==> src/rtl/alarm_controller_if.sv <==
// Bundle between the time-of-day counter / user controls and the alarm unit.
interface alarm_if;
  logic [7:0] hh;
  logic [7:0] mm;
  logic [7:0] ss;
  logic       pm;
  logic       arm;
  logic       set_en;
  logic [7:0] set_hh;
  logic [7:0] set_mm;
  logic       set_pm;
  logic       snooze;
  logic       dismiss;
  logic       ring;
  logic       snoozing;
  logic [3:0] snooze_cnt;
  logic       set_err;
  logic [7:0] al_hh;
  logic [7:0] al_mm;
  logic       al_pm;

  modport master (
    output hh, mm, ss, pm, arm, set_en, set_hh, set_mm, set_pm, snooze, dismiss,
    input  ring, snoozing, snooze_cnt, set_err, al_hh, al_mm, al_pm
  );

  modport slave (
    input  hh, mm, ss, pm, arm, set_en, set_hh, set_mm, set_pm, snooze, dismiss,
    output ring, snoozing, snooze_cnt, set_err, al_hh, al_mm, al_pm
  );
endinterface

==> src/rtl/alarm_controller.sv <==
// Alarm unit: compares the 12-hour BCD time against a programmable alarm
// (or snooze) target, rings on a fresh match, and handles snooze, dismiss,
// auto-timeout and alarm programming.
module alarm_controller #(
  parameter logic [7:0] SNOOZE_MIN   = 8'h09,
  parameter int         RING_MINUTES = 5,
  parameter int         MAX_SNOOZE   = 3
) (
  input  logic   clk,
  input  logic   reset,
  alarm_if.slave bus
);

  typedef enum logic [1:0] {
    IDLE    = 2'd0,
    ARMED   = 2'd1,
    RINGING = 2'd2,
    SNOOZE  = 2'd3
  } state_t;

  typedef struct packed {
    logic [7:0] h;
    logic [7:0] m;
    logic       p;
  } hmp_t;

  // BCD value with both nibbles decimal and inside [lo, hi]
  function automatic logic bcd_in_range(input logic [7:0] v, input logic [7:0] lo,
                                        input logic [7:0] hi);
    return (v[7:4] <= 4'd9) && (v[3:0] <= 4'd9) && (v >= lo) && (v <= hi);
  endfunction

  // 12-hour BCD hour increment; the AM/PM flip at 11->12 is handled by the caller
  function automatic logic [7:0] hour_inc(input logic [7:0] h);
    logic [7:0] r;
    if (h == 8'h12) begin
      r = 8'h01;
    end else if (h[3:0] == 4'h9) begin
      r = {h[7:4] + 4'h1, 4'h0};
    end else begin
      r = {h[7:4], h[3:0] + 4'h1};
    end
    return r;
  endfunction

  // Current time plus SNOOZE_MIN minutes, with minute carry into the hour
  function automatic hmp_t snooze_add(input logic [7:0] h, input logic [7:0] m,
                                      input logic p);
    hmp_t        r;
    int unsigned mins;
    mins = 32'(m[7:4]) * 32'd10 + 32'(m[3:0])
         + 32'(SNOOZE_MIN[7:4]) * 32'd10 + 32'(SNOOZE_MIN[3:0]);
    r.h = h;
    r.p = p;
    if (mins >= 32'd60) begin
      mins = mins - 32'd60;
      r.h  = hour_inc(h);
      if (h == 8'h11) begin
        r.p = ~p;
      end
    end
    r.m = {4'(mins / 32'd10), 4'(mins % 32'd10)};
    return r;
  endfunction

  state_t     state, state_nx;
  logic [3:0] cnt, cnt_nx;
  logic [3:0] rmin;
  logic       ring_q, snoozing_q, ring_d, snoozing_d;
  logic       set_err_q;
  logic [7:0] al_hh_q, al_mm_q;
  logic       al_pm_q;
  logic [7:0] sz_hh, sz_mm;
  logic       sz_pm;
  logic       match_q;
  logic [7:0] ss_q;

  logic [7:0] tgt_hh, tgt_mm;
  logic       tgt_pm;
  logic       match, hit, minute_tick, set_ok, ring_timeout, load_snz;
  hmp_t       snz_next;

  // Compare target selection, edge detect on match, minute tick and set validation
  always_comb begin
    tgt_hh       = (state == SNOOZE) ? sz_hh : al_hh_q;
    tgt_mm       = (state == SNOOZE) ? sz_mm : al_mm_q;
    tgt_pm       = (state == SNOOZE) ? sz_pm : al_pm_q;
    match        = (bus.hh == tgt_hh) && (bus.mm == tgt_mm) && (bus.pm == tgt_pm)
                && (bus.ss == 8'h00);
    hit          = match && !match_q;
    minute_tick  = (bus.ss == 8'h00) && (ss_q == 8'h59);
    set_ok       = bus.set_en && bcd_in_range(bus.set_hh, 8'h01, 8'h12)
                && bcd_in_range(bus.set_mm, 8'h00, 8'h59);
    ring_timeout = minute_tick && ((int'(rmin) + 1) >= RING_MINUTES);
    snz_next     = snooze_add(bus.hh, bus.mm, bus.pm);
  end

  // Next-state logic; arm dominates, then programming, then user strobes, then events
  always_comb begin
    state_nx = state;
    cnt_nx   = cnt;
    load_snz = 1'b0;
    if (!bus.arm) begin
      state_nx = IDLE;
      cnt_nx   = 4'd0;
    end else if (bus.set_en) begin
      if (set_ok && ((state == RINGING) || (state == SNOOZE))) begin
        state_nx = ARMED;
        cnt_nx   = 4'd0;
      end
    end else begin
      case (state)
        IDLE: begin
          state_nx = ARMED;
        end
        ARMED: begin
          if (hit) begin
            state_nx = RINGING;
          end
        end
        RINGING: begin
          if (bus.dismiss) begin
            state_nx = ARMED;
            cnt_nx   = 4'd0;
          end else if (bus.snooze && (int'(cnt) < MAX_SNOOZE)) begin
            state_nx = SNOOZE;
            cnt_nx   = cnt + 4'd1;
            load_snz = 1'b1;
          end else if (ring_timeout) begin
            state_nx = ARMED;
            cnt_nx   = 4'd0;
          end
        end
        SNOOZE: begin
          if (bus.dismiss) begin
            state_nx = ARMED;
            cnt_nx   = 4'd0;
          end else if (hit) begin
            state_nx = RINGING;
          end
        end
        default: begin
          state_nx = IDLE;
        end
      endcase
    end
  end

  // Output decode from the next state so ring/snoozing leave a register
  always_comb begin
    ring_d     = (state_nx == RINGING);
    snoozing_d = (state_nx == SNOOZE);
  end

  // State register, snooze counter and registered status outputs
  always_ff @(posedge clk) begin
    if (reset) begin
      state      <= IDLE;
      cnt        <= 4'd0;
      ring_q     <= 1'b0;
      snoozing_q <= 1'b0;
    end else begin
      state      <= state_nx;
      cnt        <= cnt_nx;
      ring_q     <= ring_d;
      snoozing_q <= snoozing_d;
    end
  end

  // Alarm time storage and one-cycle rejection pulse for bad programming
  always_ff @(posedge clk) begin
    if (reset) begin
      al_hh_q   <= 8'h12;
      al_mm_q   <= 8'h00;
      al_pm_q   <= 1'b0;
      set_err_q <= 1'b0;
    end else begin
      set_err_q <= bus.set_en && !set_ok;
      if (set_ok) begin
        al_hh_q <= bus.set_hh;
        al_mm_q <= bus.set_mm;
        al_pm_q <= bus.set_pm;
      end
    end
  end

  // Previous-cycle match and seconds, tracked in every state
  always_ff @(posedge clk) begin
    if (reset) begin
      match_q <= 1'b0;
      ss_q    <= 8'h00;
    end else begin
      match_q <= match;
      ss_q    <= bus.ss;
    end
  end

  // Ring duration in minute ticks; held at zero whenever not ringing
  always_ff @(posedge clk) begin
    if (reset) begin
      rmin <= 4'd0;
    end else if (state == RINGING) begin
      if (minute_tick) begin
        rmin <= rmin + 4'd1;
      end
    end else begin
      rmin <= 4'd0;
    end
  end

  // Snooze target captured when a snooze is accepted; only read in SNOOZE
  always_ff @(posedge clk) begin
    if (load_snz) begin
      sz_hh <= snz_next.h;
      sz_mm <= snz_next.m;
      sz_pm <= snz_next.p;
    end
  end

  assign bus.ring       = ring_q;
  assign bus.snoozing   = snoozing_q;
  assign bus.snooze_cnt = cnt;
  assign bus.set_err    = set_err_q;
  assign bus.al_hh      = al_hh_q;
  assign bus.al_mm      = al_mm_q;
  assign bus.al_pm      = al_pm_q;

endmodule
==> src/flat_wrapper.sv <==
// flat-port wrapper written by rule: the top's interface ports become plain ports
module alarm_controller_flat 
#(
  parameter logic [7:0] SNOOZE_MIN   = 8'h09,
  parameter int         RING_MINUTES = 5,
  parameter int         MAX_SNOOZE   = 3
)
  (clk, reset, bus_hh, bus_mm, bus_ss, bus_pm, bus_arm, bus_set_en, bus_set_hh, bus_set_mm, bus_set_pm, bus_snooze, bus_dismiss, bus_ring, bus_snoozing, bus_snooze_cnt, bus_set_err, bus_al_hh, bus_al_mm, bus_al_pm);
  alarm_if bus_i ();
  input  logic clk;
  input  logic reset;
  input wire logic [$bits(bus_i.hh)-1:0] bus_hh;
  input wire logic [$bits(bus_i.mm)-1:0] bus_mm;
  input wire logic [$bits(bus_i.ss)-1:0] bus_ss;
  input wire logic [$bits(bus_i.pm)-1:0] bus_pm;
  input wire logic [$bits(bus_i.arm)-1:0] bus_arm;
  input wire logic [$bits(bus_i.set_en)-1:0] bus_set_en;
  input wire logic [$bits(bus_i.set_hh)-1:0] bus_set_hh;
  input wire logic [$bits(bus_i.set_mm)-1:0] bus_set_mm;
  input wire logic [$bits(bus_i.set_pm)-1:0] bus_set_pm;
  input wire logic [$bits(bus_i.snooze)-1:0] bus_snooze;
  input wire logic [$bits(bus_i.dismiss)-1:0] bus_dismiss;
  output wire logic [$bits(bus_i.ring)-1:0] bus_ring;
  output wire logic [$bits(bus_i.snoozing)-1:0] bus_snoozing;
  output wire logic [$bits(bus_i.snooze_cnt)-1:0] bus_snooze_cnt;
  output wire logic [$bits(bus_i.set_err)-1:0] bus_set_err;
  output wire logic [$bits(bus_i.al_hh)-1:0] bus_al_hh;
  output wire logic [$bits(bus_i.al_mm)-1:0] bus_al_mm;
  output wire logic [$bits(bus_i.al_pm)-1:0] bus_al_pm;
  assign bus_i.hh = bus_hh;
  assign bus_i.mm = bus_mm;
  assign bus_i.ss = bus_ss;
  assign bus_i.pm = bus_pm;
  assign bus_i.arm = bus_arm;
  assign bus_i.set_en = bus_set_en;
  assign bus_i.set_hh = bus_set_hh;
  assign bus_i.set_mm = bus_set_mm;
  assign bus_i.set_pm = bus_set_pm;
  assign bus_i.snooze = bus_snooze;
  assign bus_i.dismiss = bus_dismiss;
  assign bus_ring = bus_i.ring;
  assign bus_snoozing = bus_i.snoozing;
  assign bus_snooze_cnt = bus_i.snooze_cnt;
  assign bus_set_err = bus_i.set_err;
  assign bus_al_hh = bus_i.al_hh;
  assign bus_al_mm = bus_i.al_mm;
  assign bus_al_pm = bus_i.al_pm;
  alarm_controller #(.SNOOZE_MIN(SNOOZE_MIN), .RING_MINUTES(RING_MINUTES), .MAX_SNOOZE(MAX_SNOOZE)) u_core (.clk(clk), .reset(reset), .bus(bus_i));
endmodule
==> config.mk <==
export PLATFORM = sky130hd
export DESIGN_NAME = alarm_controller_flat
export DESIGN_NICKNAME = d
export VERILOG_FILES = /design/src/rtl/alarm_controller_if.sv /design/src/rtl/alarm_controller.sv /design/src/flat_wrapper.sv
export SDC_FILE = /design/constraint.sdc
export NUM_CORES = 1
export LEC_CHECK = 0
export ABC_AREA = 1
export BUFFER_PORTS_ARGS = -buffer_cell sky130_fd_sc_hd__buf_4
export CAP_MARGIN = 20
export CORE_ASPECT_RATIO = 2
export CORE_MARGIN = 4
export CORE_UTILIZATION = 40
export DETAILED_ROUTE_END_ITERATION = 16
export HOLD_SLACK_MARGIN = 0.1
export SLEW_MARGIN = 10
export SYNTH_ARGS = -nofsm -noshare
export SYNTH_HDL_FRONTEND = slang
export SYNTH_SLANG_ARGS = --single-unit
==> constraint.sdc <==
create_clock -name clk -period 5.9 [get_ports clk]
set_clock_uncertainty 0.05 [all_clocks]
set_input_delay 0 -clock clk [delete_from_list [all_inputs] [get_ports clk]]
set_output_delay 0 -clock clk [all_outputs]
set_load 0.03 [all_outputs]
==> flow_summary.json <==
{
  "status": "finished clean",
  "worst_setup_path_start_kind": "register",
  "final_common_cell": "nand2_1",
  "routabilityCongestion": 0.969,
  "wl_met3_um": 347,
  "clk_pin_slew_worst_paths_ns": 0.07,
  "hold_violations": 0,
  "clockBufferDepth": 2,
  "cts_resized": 0,
  "fmax_mhz": 241,
  "final_cell_mix": "nand2_1 (133), buf_4 (73), inv_1 (72), nor2_1 (57), dlygate4sd3_1 (44)",
  "r2r_setup_slack_ns": 1.75,
  "rsz0062_at_grt": "false",
  "num_rows": 52,
  "antenna_cells": 0,
  "drc": 0,
  "synth_top_area_frac": 0.185,
  "vias_per_cell": 4.88,
  "maxSlewHeadroom": 0.610,
  "grt_pass1_vias": 3972,
  "period_minus_slack_ns": 4.15,
  "highest_layer": "met4",
  "setup_viol": 0,
  "synth_area_um2": 4210,
  "slew_viol_final": 0,
  "dpl-instance-area_um2": 4900,
  "worst_ir_drop_vdd_mv": 0.181,
  "synth_area_per_cell_um2": 7.14,
  "wl_um": 11100,
  "cp_max_fo": 23,
  "die-area_um2": 12300,
  "nets": 774,
  "met2_length_um": 6600,
  "clkLatencyLatePin_ns": 0.30,
  "die_h_um": 153,
  "cts_tree": "built",
  "crit_type": "reg2reg",
  "yosysWarningCount": 0,
  "cts_buffers": 5,
  "dp_cells": 790,
  "drt_iter0_drc": 130,
  "die_w_um": 80.6,
  "stdcell_count": 842,
  "crit_path_end": "u_core.bus.ring",
  "htreeDepth": 2,
  "end_kind": "register",
  "worst_pin_slew_ns": 0.584,
  "synth_cell_types": 45,
  "worstPathRequired_ns": 6.09,
  "postSynthCellCount": 590,
  "io_buffers": 71,
  "synth_area_leaders": "dfxtp_1 (19%), edfxtp_1 (12%), nand2_1 (12%)",
  "synth_seq_cells": 56,
  "crit_start": "u_core.state[0]",
  "powerDensity_nw_per_um2": 325,
  "numClockSinks": 56,
  "timing.final.crit_share": 0.704,
  "grtUsageTotal": 0.186,
  "gr-total-overflow": 0,
  "ys_seq_area_frac": 0.307,
  "dpl.hpwl_um": 9040,
  "synth_top_area_cell": "dfxtp_1",
  "nFillCells": 993,
  "postRouteAntennaNets": 0,
  "final_area_um2": 5490,
  "fin_tns_setup_ns": 0,
  "dr.pass1.iters": 4,
  "p_total_mw": 1.78,
  "r2r-start": "u_core.state[0]",
  "area_delta_synth_final_pct": 30.4,
  "cts-root-buf": "clkbuf_16",
  "maxCapViolCount": 0,
  "antenna_found_initial": 0,
  "met1Wirelength_um": 3870,
  "wire_per_inst_um": 13.2,
  "core_um2": 10200,
  "grt_max_degree": 24,
  "ios": 72,
  "synth_nets": 658,
  "hold_path_class": "in2reg",
  "cellLeakagePower_nw": 2.65,
  "reg2reg_depth": 17,
  "arrival_ns": 4.34,
  "r2r_end": "u_core.bus.ring",
  "initial_core_util": 0.412,
  "grt_pass1_wl_um": 17900,
  "vias": 4106,
  "drive_gt1_frac": 0.222
}
[routing by layer]
| layer | vias up | global-route usage |
|---|---|---|
| li1 | 2156 | - |
| met5 | - | 0 |
| met1 | 1859 | 0.170 |
| met4 | 0 | 0.0741 |
| met3 | 15 | 0.0183 |
| met2 | 76 | 0.388 |
[area by class of cell]
class | count | area [µm²] | area share
clock buffer | 6 | 139 | 0.0253
clock inverter | 2 | 13.8 | 0.00251
inverter | 91 | 342 | 0.0622
multi-input combinational | 435 | 2550 | 0.464
sequential | 56 | 1290 | 0.235
tap | 135 | 169 | 0.0308
timing repair buffer | 117 | 988 | 0.180
[stage by stage]
stage                     hold slack, ns  setup WS [ns]   util
final                              0.123           1.75  0.538
after global routing               0.139           1.49  0.538
after CTS                          0.110           1.67  0.538
after detailed placement           0.172           1.70  0.480
after global placement             0.173           1.78  0.480
after floorplan                   0.0491           2.23      -
[state kept, by name, summed over array words and instances (netlist names)]
signal and cells:
u_core.rmin 4, u_core.sz_pm 1, u_core.bus.set_err 1, u_core.bus.snooze_cnt 4
u_core.bus.al_pm 1, u_core.state 2, u_core.ss_q 8, u_core.match_q 1
u_core.bus.snoozing 1, u_core.bus.al_mm 8, u_core.sz_mm 8, u_core.bus.ring 1
u_core.sz_hh 8, u_core.bus.al_hh 8
[what timing repair did]
item,4_1_cts,5_1_grt
buffers inserted,0,0
hold buffers,44,0
endpoints found under the hold margin,44,0
[worst max-delay path, cell delays in order (launching register included)]
cell           delay [ns]
dfxtp_1              0.36
nand2_1              0.28
buf_4                0.31
inv_1                0.09
or2_2                0.27
o21ai_0              0.13
nor2_1               0.08
a211oi_1             0.36
nand3_1              0.18
nor4_1               0.30
nand4_1              0.20
or2_2                0.34
o2bb2ai_1            0.16
a22oi_1              0.09
nor2_1               0.14
inv_1                0.07
a31oi_1              0.13
dlygate4sd3_1        0.55
[kinds of logic after synthesis]
kind of cell,after synthesis,share of synthesized area
XOR/XNOR,16,0.0377
flip-flops,56,0.307
buffers and inverters,99,0.0882
AND/OR/NAND/NOR,314,0.384
multiplexers,3,0.00713
AO/OA/AOI/OAI,82,0.114
adder cells (fa/ha/maj),20,0.0630
[worst min-delay path by stage]
| stage | depth (start not counted) | startpoint | endpoint | slack, ns |
|---|---|---|---|---|
| 6_report | 3 | bus_hh[1] | u_core.sz_hh[1] | 0.12 |
| 5_1_grt | 3 | bus_hh[1] | u_core.sz_hh[1] | 0.14 |
| 4_1_cts | 3 | bus_hh[1] | u_core.sz_hh[1] | 0.11 |
| 3_5_place_dp | 3 | bus_ss[1] | u_core.ss_q[1] | 0.17 |
| 3_3_place_gp | 3 | bus_ss[1] | u_core.ss_q[1] | 0.17 |
| 2_1_floorplan | 1 | bus_arm | u_core.bus.ring | 0.05 |
[synthesized netlist by cell type, drive strengths merged]
cell type	instances
nand2	163
inv	88
nor2	66
nand3	53
o21ai	42
dfxtp	39
a21oi	20
ha	18
edfxtp	17
nor3	14
xor2	12
nand4	10
clkbuf	7
o211ai	5
a211oi	4
a31oi	4
xnor2	4
clkinv	3
mux2i	3
or2	3
and3	2
fa	2
nor4	2
o21a	2
a22oi	1
buf	1
nor3b	1
o2111ai	1
o2bb2ai	1
o32ai	1
o41ai	1
[power breakdown]
group | total [mW] | leakage, nW | internal, mW | switching (mW)
sequential | 0.440 | 0.470 | 0.438 | 0.00171
combinational | 1.04 | 2.10 | 0.364 | 0.672
clock | 0.308 | 0.0734 | 0.169 | 0.138
total | 1.78 | 2.65 | 0.971 | 0.812
Power figures use the tool's default switching activity.
